===== config.mk =====
export PLATFORM = sky130hd
export DESIGN_NAME = mc_moving_average
export DESIGN_NICKNAME = d
export VERILOG_FILES = /design/src/rtl/mc_moving_average.sv
export SDC_FILE = /design/constraint.sdc
export NUM_CORES = 2
export LEC_CHECK = 0
export ABC_AREA = 1
export ABC_CLOCK_PERIOD_IN_PS = 6440
export CORE_MARGIN = 2
export CORE_UTILIZATION = 30
export DETAILED_ROUTE_END_ITERATION = 8
export PLACE_DENSITY_LB_ADDON = 0.05
export SYNTH_ARGS = -nofsm -noshare
export SYNTH_HDL_FRONTEND = slang
export SYNTH_SLANG_ARGS = --single-unit

===== constraint.sdc =====
create_clock -name clk -period 6.44 [get_ports clk]
set_input_delay 1.288 -clock clk [delete_from_list [all_inputs] [get_ports clk]]
set_output_delay 1.288 -clock clk [all_outputs]
set_load 0.05 [all_outputs]

===== src/rtl/mc_moving_average.sv =====
// -----------------------------------------------------------------------------
// mc_moving_average
//
// Time-multiplexed moving-average filter. Each of CHANNELS channels keeps its
// own WINDOW_LENGTH-deep sample history, a running sum, a write pointer and a
// fill counter. Each accepted sample updates its channel's sum incrementally
// (add the new sample, subtract the one it overwrites). One cycle later the
// window mean is presented.
//
// Optional feature macro: MA_ROUNDING_EN
//   defined   : filter_out = (sum + WINDOW_LENGTH/2) >>> log2(WINDOW_LENGTH)
//   undefined : filter_out =  sum >>> log2(WINDOW_LENGTH)            (floor)
//
// Parameters
//   CHANNELS       number of multiplexed channels (1..64)
//   WINDOW_LENGTH  samples per window, power of two (2..256)
//   DATA_WIDTH     two's-complement sample width
//
// Ports
//   clk          rising-edge clock
//   rst          synchronous active-high reset
//   flush        one-cycle request to clear every channel history
//   in_valid     sample strobe
//   in_ready     high while samples are accepted (RUN state)
//   in_channel   channel index of the sample
//   data_in      signed sample
//   out_valid    result strobe, one cycle after acceptance
//   out_channel  channel of the result
//   filter_out   signed windowed mean
//   out_primed   the result's window was fully populated
//   err_channel  one-cycle pulse after an out-of-range sample was dropped
// -----------------------------------------------------------------------------
module mc_moving_average #(
  parameter int CHANNELS      = 8,
  parameter int WINDOW_LENGTH = 16,
  parameter int DATA_WIDTH    = 16,
  localparam int CH_W         = (CHANNELS > 1) ? $clog2(CHANNELS) : 1
) (
  input  logic                         clk,
  input  logic                         rst,
  input  logic                         flush,
  input  logic                         in_valid,
  output logic                         in_ready,
  input  logic [CH_W-1:0]              in_channel,
  input  logic signed [DATA_WIDTH-1:0] data_in,
  output logic                         out_valid,
  output logic [CH_W-1:0]              out_channel,
  output logic signed [DATA_WIDTH-1:0] filter_out,
  output logic                         out_primed,
  output logic                         err_channel
);

  localparam int LOG2W = $clog2(WINDOW_LENGTH);
  localparam int SUM_W = DATA_WIDTH + LOG2W;
  localparam int CNT_W = LOG2W + 1;

  localparam logic [CH_W:0]            CH_LIM   = (CH_W + 1)'(CHANNELS);
  localparam logic [CNT_W-1:0]         FILL_MAX = CNT_W'(WINDOW_LENGTH);
  localparam logic [LOG2W-1:0]         IDX_LAST = LOG2W'(WINDOW_LENGTH - 1);
  localparam logic signed [SUM_W-1:0]  HALF     = SUM_W'(WINDOW_LENGTH / 2);

  typedef enum logic {S_CLEAR, S_RUN} state_t;

  // Sign-extend a sample to running-sum width.
  function automatic logic signed [SUM_W-1:0] sext(input logic signed [DATA_WIDTH-1:0] v);
    return {{LOG2W{v[DATA_WIDTH-1]}}, v};
  endfunction

  // Divide the window sum by WINDOW_LENGTH. The sum range guarantees the
  // quotient fits DATA_WIDTH, and adding HALF cannot overflow SUM_W.
  function automatic logic signed [DATA_WIDTH-1:0] mean_of(input logic signed [SUM_W-1:0] s);
    logic signed [SUM_W-1:0] t;
`ifdef MA_ROUNDING_EN
    t = s + HALF;
`else
    t = s;
`endif
    t = t >>> LOG2W;
    return t[DATA_WIDTH-1:0];
  endfunction

  state_t                       r_state;
  state_t                       w_state_nxt;
  logic [LOG2W-1:0]             r_clr_idx;

  logic signed [DATA_WIDTH-1:0] r_hist [CHANNELS][WINDOW_LENGTH];
  logic signed [SUM_W-1:0]      r_sum  [CHANNELS];
  logic [LOG2W-1:0]             r_ptr  [CHANNELS];
  logic [CNT_W-1:0]             r_fill [CHANNELS];

  logic                         w_in_range;
  logic                         w_accept;
  logic                         w_drop;
  logic [CH_W-1:0]              w_ch;
  logic signed [DATA_WIDTH-1:0] w_oldest;
  logic signed [SUM_W-1:0]      w_sum_nxt;
  logic [CNT_W-1:0]             w_fill_nxt;
  logic                         w_primed;

  logic                         r_vld_p1;
  logic                         r_err_p1;
  logic [CH_W-1:0]              r_ch_p1;
  logic signed [DATA_WIDTH-1:0] r_mean_p1;
  logic                         r_primed_p1;

  // FSM state register and clear-address counter. A flush in either state
  // (re)starts the clear sweep at address 0.
  always_ff @(posedge clk) begin
    if (rst) begin
      r_state   <= S_CLEAR;
      r_clr_idx <= '0;
    end else begin
      r_state <= w_state_nxt;
      if (r_state == S_CLEAR && !flush) begin
        r_clr_idx <= r_clr_idx + 1'b1;
      end else begin
        r_clr_idx <= '0;
      end
    end
  end

  always_comb begin
    w_state_nxt = r_state;
    in_ready    = 1'b0;
    case (r_state)
      S_CLEAR: begin
        if (!flush && r_clr_idx == IDX_LAST) w_state_nxt = S_RUN;
      end
      S_RUN: begin
        in_ready = 1'b1;
        if (flush) w_state_nxt = S_CLEAR;
      end
      default: w_state_nxt = S_CLEAR;
    endcase
  end

  // Stage p0: channel lookup and incremental sum update.
  assign w_in_range = ({1'b0, in_channel} < CH_LIM);
  // A sample arriving with flush is discarded along with the histories.
  assign w_accept   = in_valid && in_ready && !flush && w_in_range;
  assign w_drop     = in_valid && in_ready && !w_in_range;
  // Clamp so the array lookups below never index past the last channel.
  assign w_ch       = w_in_range ? in_channel : '0;
  assign w_oldest   = r_hist[w_ch][r_ptr[w_ch]];
  assign w_sum_nxt  = r_sum[w_ch] + sext(data_in) - sext(w_oldest);
  assign w_fill_nxt = (r_fill[w_ch] == FILL_MAX) ? r_fill[w_ch] : r_fill[w_ch] + 1'b1;
  assign w_primed   = (w_fill_nxt == FILL_MAX);

  // Unfilled history reads back as zero, so the partial-window mean needs no
  // special case. Sums, pointers and counters clear on the first clear cycle.
  always_ff @(posedge clk) begin
    if (r_state == S_CLEAR) begin
      for (int c = 0; c < CHANNELS; c++) begin
        r_hist[c][r_clr_idx] <= '0;
        if (r_clr_idx == '0) begin
          r_sum[c]  <= '0;
          r_ptr[c]  <= '0;
          r_fill[c] <= '0;
        end
      end
    end else if (w_accept) begin
      r_hist[w_ch][r_ptr[w_ch]] <= data_in;
      r_sum[w_ch]               <= w_sum_nxt;
      r_ptr[w_ch]               <= r_ptr[w_ch] + 1'b1;
      r_fill[w_ch]              <= w_fill_nxt;
    end
  end

  // Stage p1: registered result; data fields hold while no result is issued.
  always_ff @(posedge clk) begin
    if (rst) begin
      r_vld_p1    <= 1'b0;
      r_err_p1    <= 1'b0;
      r_ch_p1     <= '0;
      r_mean_p1   <= '0;
      r_primed_p1 <= 1'b0;
    end else begin
      r_vld_p1 <= w_accept;
      r_err_p1 <= w_drop;
      if (w_accept) begin
        r_ch_p1     <= w_ch;
        r_mean_p1   <= mean_of(w_sum_nxt);
        r_primed_p1 <= w_primed;
      end
    end
  end

  assign out_valid   = r_vld_p1;
  assign err_channel = r_err_p1;
  assign out_channel = r_ch_p1;
  assign filter_out  = r_mean_p1;
  assign out_primed  = r_primed_p1;

endmodule

==> Word level (Yosys, flattened, before mapping) <==
Memories as Yosys holds them, arrays and structs flattened.
Index checks and enable logic that the tools add are counted.
{ "totals": {"n_memories": 4, "ramBits": 2280, "wordCells": 71, "regBits": 26, "inputBits": 23, "output_inout_bits": 23} }
{ "op_classes": {"muxes": 32, "n_reduce_logical": 13, "magnitude_cmp": 4, "n_bitwise": 4, "addsub": 5, "n_eq_ne": 3} }
{ "memory_table": {"columns": ["name", "words", "word_bits", "read_ports", "rd_ports_with_merged_regs", "wr", "line_no", "text"], "rows": [
  ["r_hist", 8, 256, 1, 0, 8, "86", "logic signed [DATA_WIDTH-1:0] r_hist [CHANNELS][WINDOW_LENGTH];"],
  ["r_sum", 8, 20, 1, 0, 8, "87", "logic signed [SUM_W-1:0] r_sum [CHANNELS];"],
  ["r_fill", 8, 5, 1, 0, 8, "89", "logic [CNT_W-1:0] r_fill [CHANNELS];"],
  ["r_ptr", 8, 4, 1, 0, 8, "88", "logic [LOG2W-1:0] r_ptr [CHANNELS];"]
]} }
{ "ops": {"columns": ["op", "count"], "rows": [
  ["$mux 256", 4],
  ["$reduce_or 256->1", 1],
  ["$demux 16 s4", 2],
  ["$bmux 16 s4", 1],
  ["$mux 16", 4],
  ["$add 20x16->20", 1],
  ["$mux 20", 1],
  ["$reduce_or 20->1", 1],
  ["$sub 20x16->20", 1],
  ["$mux 1", 12],
  ["$mux 3", 4],
  ["$eq 5x5->1 const B", 2],
  ["$ge 5x5->1 const B", 2],
  ["$lt 5x1->1 const B", 2],
  ["$mux 5", 2],
  ["$not 4->5", 2],
  ["$add 4x1->4 const B", 2],
  ["$logic_and 1x1->1", 6],
  ["$add 5x1->5 const B", 1],
  ["$reduce_or 5->1", 1],
  ["$eq 4x4->1 const B", 1],
  ["$logic_not 4->1", 1],
  ["$mux 4", 1],
  ["$reduce_or 4->1", 1],
  ["4 further kinds", 5]
]} }

==> Logic depth before layout (Yosys ltp) <==
An unclocked memory read counts as a cell.
{ "depth": {"ltp_word": 9, "depth_mapped": 33, "depth_no_buf": 29} }

==> Worst setup path after synthesis <==
Ideal clock, no wire load.
{ "synth_timing": {"path_type": "in2reg", "start": "input port in_channel[0]", "end": "memory r_sum[7][13] in the netlist's numbering (data pin)", "required_ns": 6.174, "arrival_time_ns": 5.142, "setup_ns": 0.266, "path_slack_ns": 1.032, "path_buffers": 4, "stages": 29, "cell_sequence": "buf_4 > inv_2 > buf_4 > nand2_1 > nand2_1 > nand2_1 > nand2_1 > nand2_1 > nand2_1 > inv_2 > clkbuf_1 > clkbuf_1 > nand4_1 > nand3_1 > nand2_1 > nand2_1 > nand4_1 > fa_1 > inv_1 > ha_1 > a21oi_1 > nand2_1 > a21oi_1 > o21ai_0 > nand2_1 > nand2_1 > or2_2 > nand2_1 > nor2_1"} }
{ "synth_lines": {"columns": ["element", "line_no", "text"], "rows": [
  ["start, declared", "44", "input logic [CH_W-1:0] in_channel,"],
  ["end, declared", "87", null]
]} }

==> results by group <==
Setup path
  • CP endpoint kind: flop
  • CP required: 7080 ps
  • Startpoint types: input port
  • Setup Crit Path Kind: in -> reg
  • Crit path DAT: 6460 ps
  • Critical path peak fanout: 20

GRT
  • Met2 Usage GRT: 38.4%
  • GR peak layer: met2
  • GRT Overall Usage: 23.3%
  • Largest net degree at the start of global routing: 98
  • Vias in the first global route: 74500
  • Met3 Use GR: 2.52%
  • Antenna violations before repair: 15
  • First-pass GRT wire length: 582 mm
  • Gr ovfl total: 0
  • Met1 GRT Util: 32.7%

Timing
  • Hold Vio Cnt, Final: 0
  • Final worst path period share: 90.4%
  • Worst-margin pin slew: 1210 ps
  • Setup Skew: between 30 and 40 ps
  • Period minus WS final: 5820 ps
  • Final slew viol count: 0
  • Peak Freq: 0.172 GHz
  • Unrepaired setup endpoints after global routing: false
  • Relative slew slack: 19.0%
  • Final setup violating endpoints: 0

Clock tree
  • Num CTS Buffers: 286
  • Clock Latency Late Sink: 900 ps
  • Largest buffer count on any clock path: 4
  • # H-tree levels: 5
  • Clock tree sinks: 2306
  • Post-CTS Setup Bufs: 0
  • TritonCTS clock tree: yes
  • # hold bufs at CTS: 0
  • Post-CTS sizing: 0
  • CTS root buf: clkbuf_16
  • Reg clk slew, reported paths: 60 ps

Floorplan
  • # IOs: between 40 and 50
  • Die area: approximately 350000 um2
  • Num rows: between 200 and 250
  • Total core area: between 300000 and 400000 um2
  • Initial cell density of the core: 30.2%
  • Die height: 589 um
  • Die W: 589 um

Cells and area
  • Finished Layout Cells: 14800
  • Final Cell Area: 119000 um2
  • Fin nets: 10200
  • Layout cells sized above 1: approximately a tenth
  • Commonest non-fill, non-tap cell in the layout: nand2_1
  • Synthesis-to-layout area growth: 15.9%
  • Most frequent cells in the layout: nand2_1 (2737), nor2_1 (2429), edfxtp_1 (2280)

Routing
  • Routed WL: ~410 mm
  • Wire per inst: 27.7 um
  • DR pass1 iterations: 6
  • Drt via density: 5.04
  • DRC: 0
  • Vias: 74800
  • Antenna-violating nets left: 0
  • Initial DRC Count: 7193

Yosys
  • Synth Area in Compound Gates: 4.62%
  • Synth Net Count: 10100
  • Synth top area share: 66.7%
  • Synthesized area per cell: 10.2 um2
  • Post-synthesis sequential area ratio: 67.2%
  • Netlist cell types: 49
  • Yosys top cell by area: edfxtp_1
  • Cell area after synthesis: 103000 um2
  • Post-Synthesis Cells: 10000
  • Ys Warns: 0
  • Register bit count reported by yosys: 2306
  • Adder-cell share of the synthesized area: 0.748%
  • Largest family of logic cells by synthesized area: simple AND/OR/NAND/NOR gates
  • Post-synthesis xor/xnor area fraction: less than 1%
  • Simple-gate share of the synthesized area: 23.7%
  • Ranking of synthesized cells by area: edfxtp_1 (67%), nand2_1 (10%), nor2_1 (8.9%), a21oi_1 (2.7%), clkbuf_1 (1.8%)
  • Mux share of post-synthesis cell area: 0%

Power and ir drop
  • Leakage power: 43.7 nW
  • Max VDD drop: between 200 and 250 uV
  • Power density cells: 307 nW/um2

Placement
  • Number of port buffers: 44
  • # placed instances: 14300
  • Placed Area: approximately 110000 um2
  • RePlAce Congestion: between 0.8 and 0.9
  • Post-DP HPWL: 259 mm

Status
  • Status: finished, final reports clean

Job
  • Max cap viols: 0

Min path
  • Hold Path Class: reg -> reg
flip-flops by register name (all words and copies together), names as in the netlist:
name / count
out_channel: 3
r_ptr: 32
out_valid: 1
r_clr_idx: 4
r_sum: 160
filter_out: 16
r_hist: 2048
r_fill: 40
r_state: 1
out_primed: 1
power breakdown:
group,total (W),switching (W),internal [W]
Combinational,0.00465,0.00326,0.00139
Sequential,0.0166,0.0000584,0.0165
Clock,0.0153,0.00657,0.00873
Total,0.0365,0.00989,0.0266
per-layer routing:
layer / share of wire [%] / vias to the layer above
li1: - / 33800
met1: 45 / 38400
met2: 47 / 2103
met3: 4.7 / 469
met4: 2.6 / 2
met5: 0.0017 / -
synth_stat cells, drive strengths merged:
cell     instances
nand2         2879
buf            257
nand3b          23
edfxtp        2280
a22o            39
clkinv           1
a21o             3
a22oi           94
inv            141
a21oi          546
o21ai          132
or4              1
nor2          2453
o22a             1
a221oi          12
o21bai           1
ha              31
clkbuf         499
nor3            37
fa              19
o22ai           20
conb             1
nand4          170
o2111ai          1
a31oi            1
nor4             2
or2             83
nand3          277
and2             2
a211oi           1
a2111oi          1
dfxtp           26
xnor2            5
xor2             6
or3              1
cells by family after synthesis:
kind of cell / after synthesis
flip-flops: 2306
AO/OA/AOI/OAI: 852
adder cells (fa/ha/maj): 50
AND/OR/NAND/NOR: 5928
buffers and inverters: 898
other: 1
XOR/XNOR: 11
worst max-delay path, stage by stage:
cell	delay, ps
buf_6	160
inv_4	70
nand3_1	260
inv_8	190
buf_12	230
buf_4	180
nand2_1	60
nand2_1	40
nor2_1	230
nand4_1	260
nand3_1	250
nand2_1	270
nand2_1	170
nand4_1	280
fa_1	610
inv_1	50
ha_1	330
nand3_1	80
nand2_1	110
a21oi_1	150
o21ai_0	470
nand3_1	200
nand2_1	110
nand2_1	60
nand2_1	190
nor2_1	80
worst paths after layout:
kind	from	to	slack, ps	cells past startpoint
min reg2reg	filter_out[0]$_SDFFE_PP0P_	filter_out[0]$_SDFFE_PP0P_	460	2
min	filter_out[0]$_SDFFE_PP0P_	filter_out[0]$_SDFFE_PP0P_	460	2
max reg2reg	r_ptr[0][0]$_SDFFCE_PN0P_	r_sum[1][16]$_SDFFCE_PN0P_	1100	26
max	in_channel[2]	r_sum[1][16]$_SDFFCE_PN0P_	620	26
stage by stage:
stage | setup TNS (ps) | total power [W] | hold WS [ps] | utilization [%] | setup slack, ps
3_3_place_gp | -21060 | 0.0216 | 454 | 32.5 | -389
4_1_cts | 0 | 0.0369 | 463 | 35.0 | 687
5_1_grt | 0 | 0.0377 | 498 | 35.0 | 422
2_1_floorplan | 0 | 0.0190 | 444 | - | 1030
3_5_place_dp | -18020 | 0.0216 | 454 | 32.5 | -286
6_report | 0 | 0.0365 | 462 | 35.0 | 616
final cells by class:
cell class	instances	area [um2]
Clock buffer	384	7740
Timing Repair Buffer	508	5100
Antenna cell	4	10.0
Tap cell	4536	5680
Fill cell	34300	221000
Sequential cell	2306	69000
Multi-Input combinational cell	6842	30000
Inverter	142	711
Clock inverter	117	796
Power figures use the tool's default switching activity.
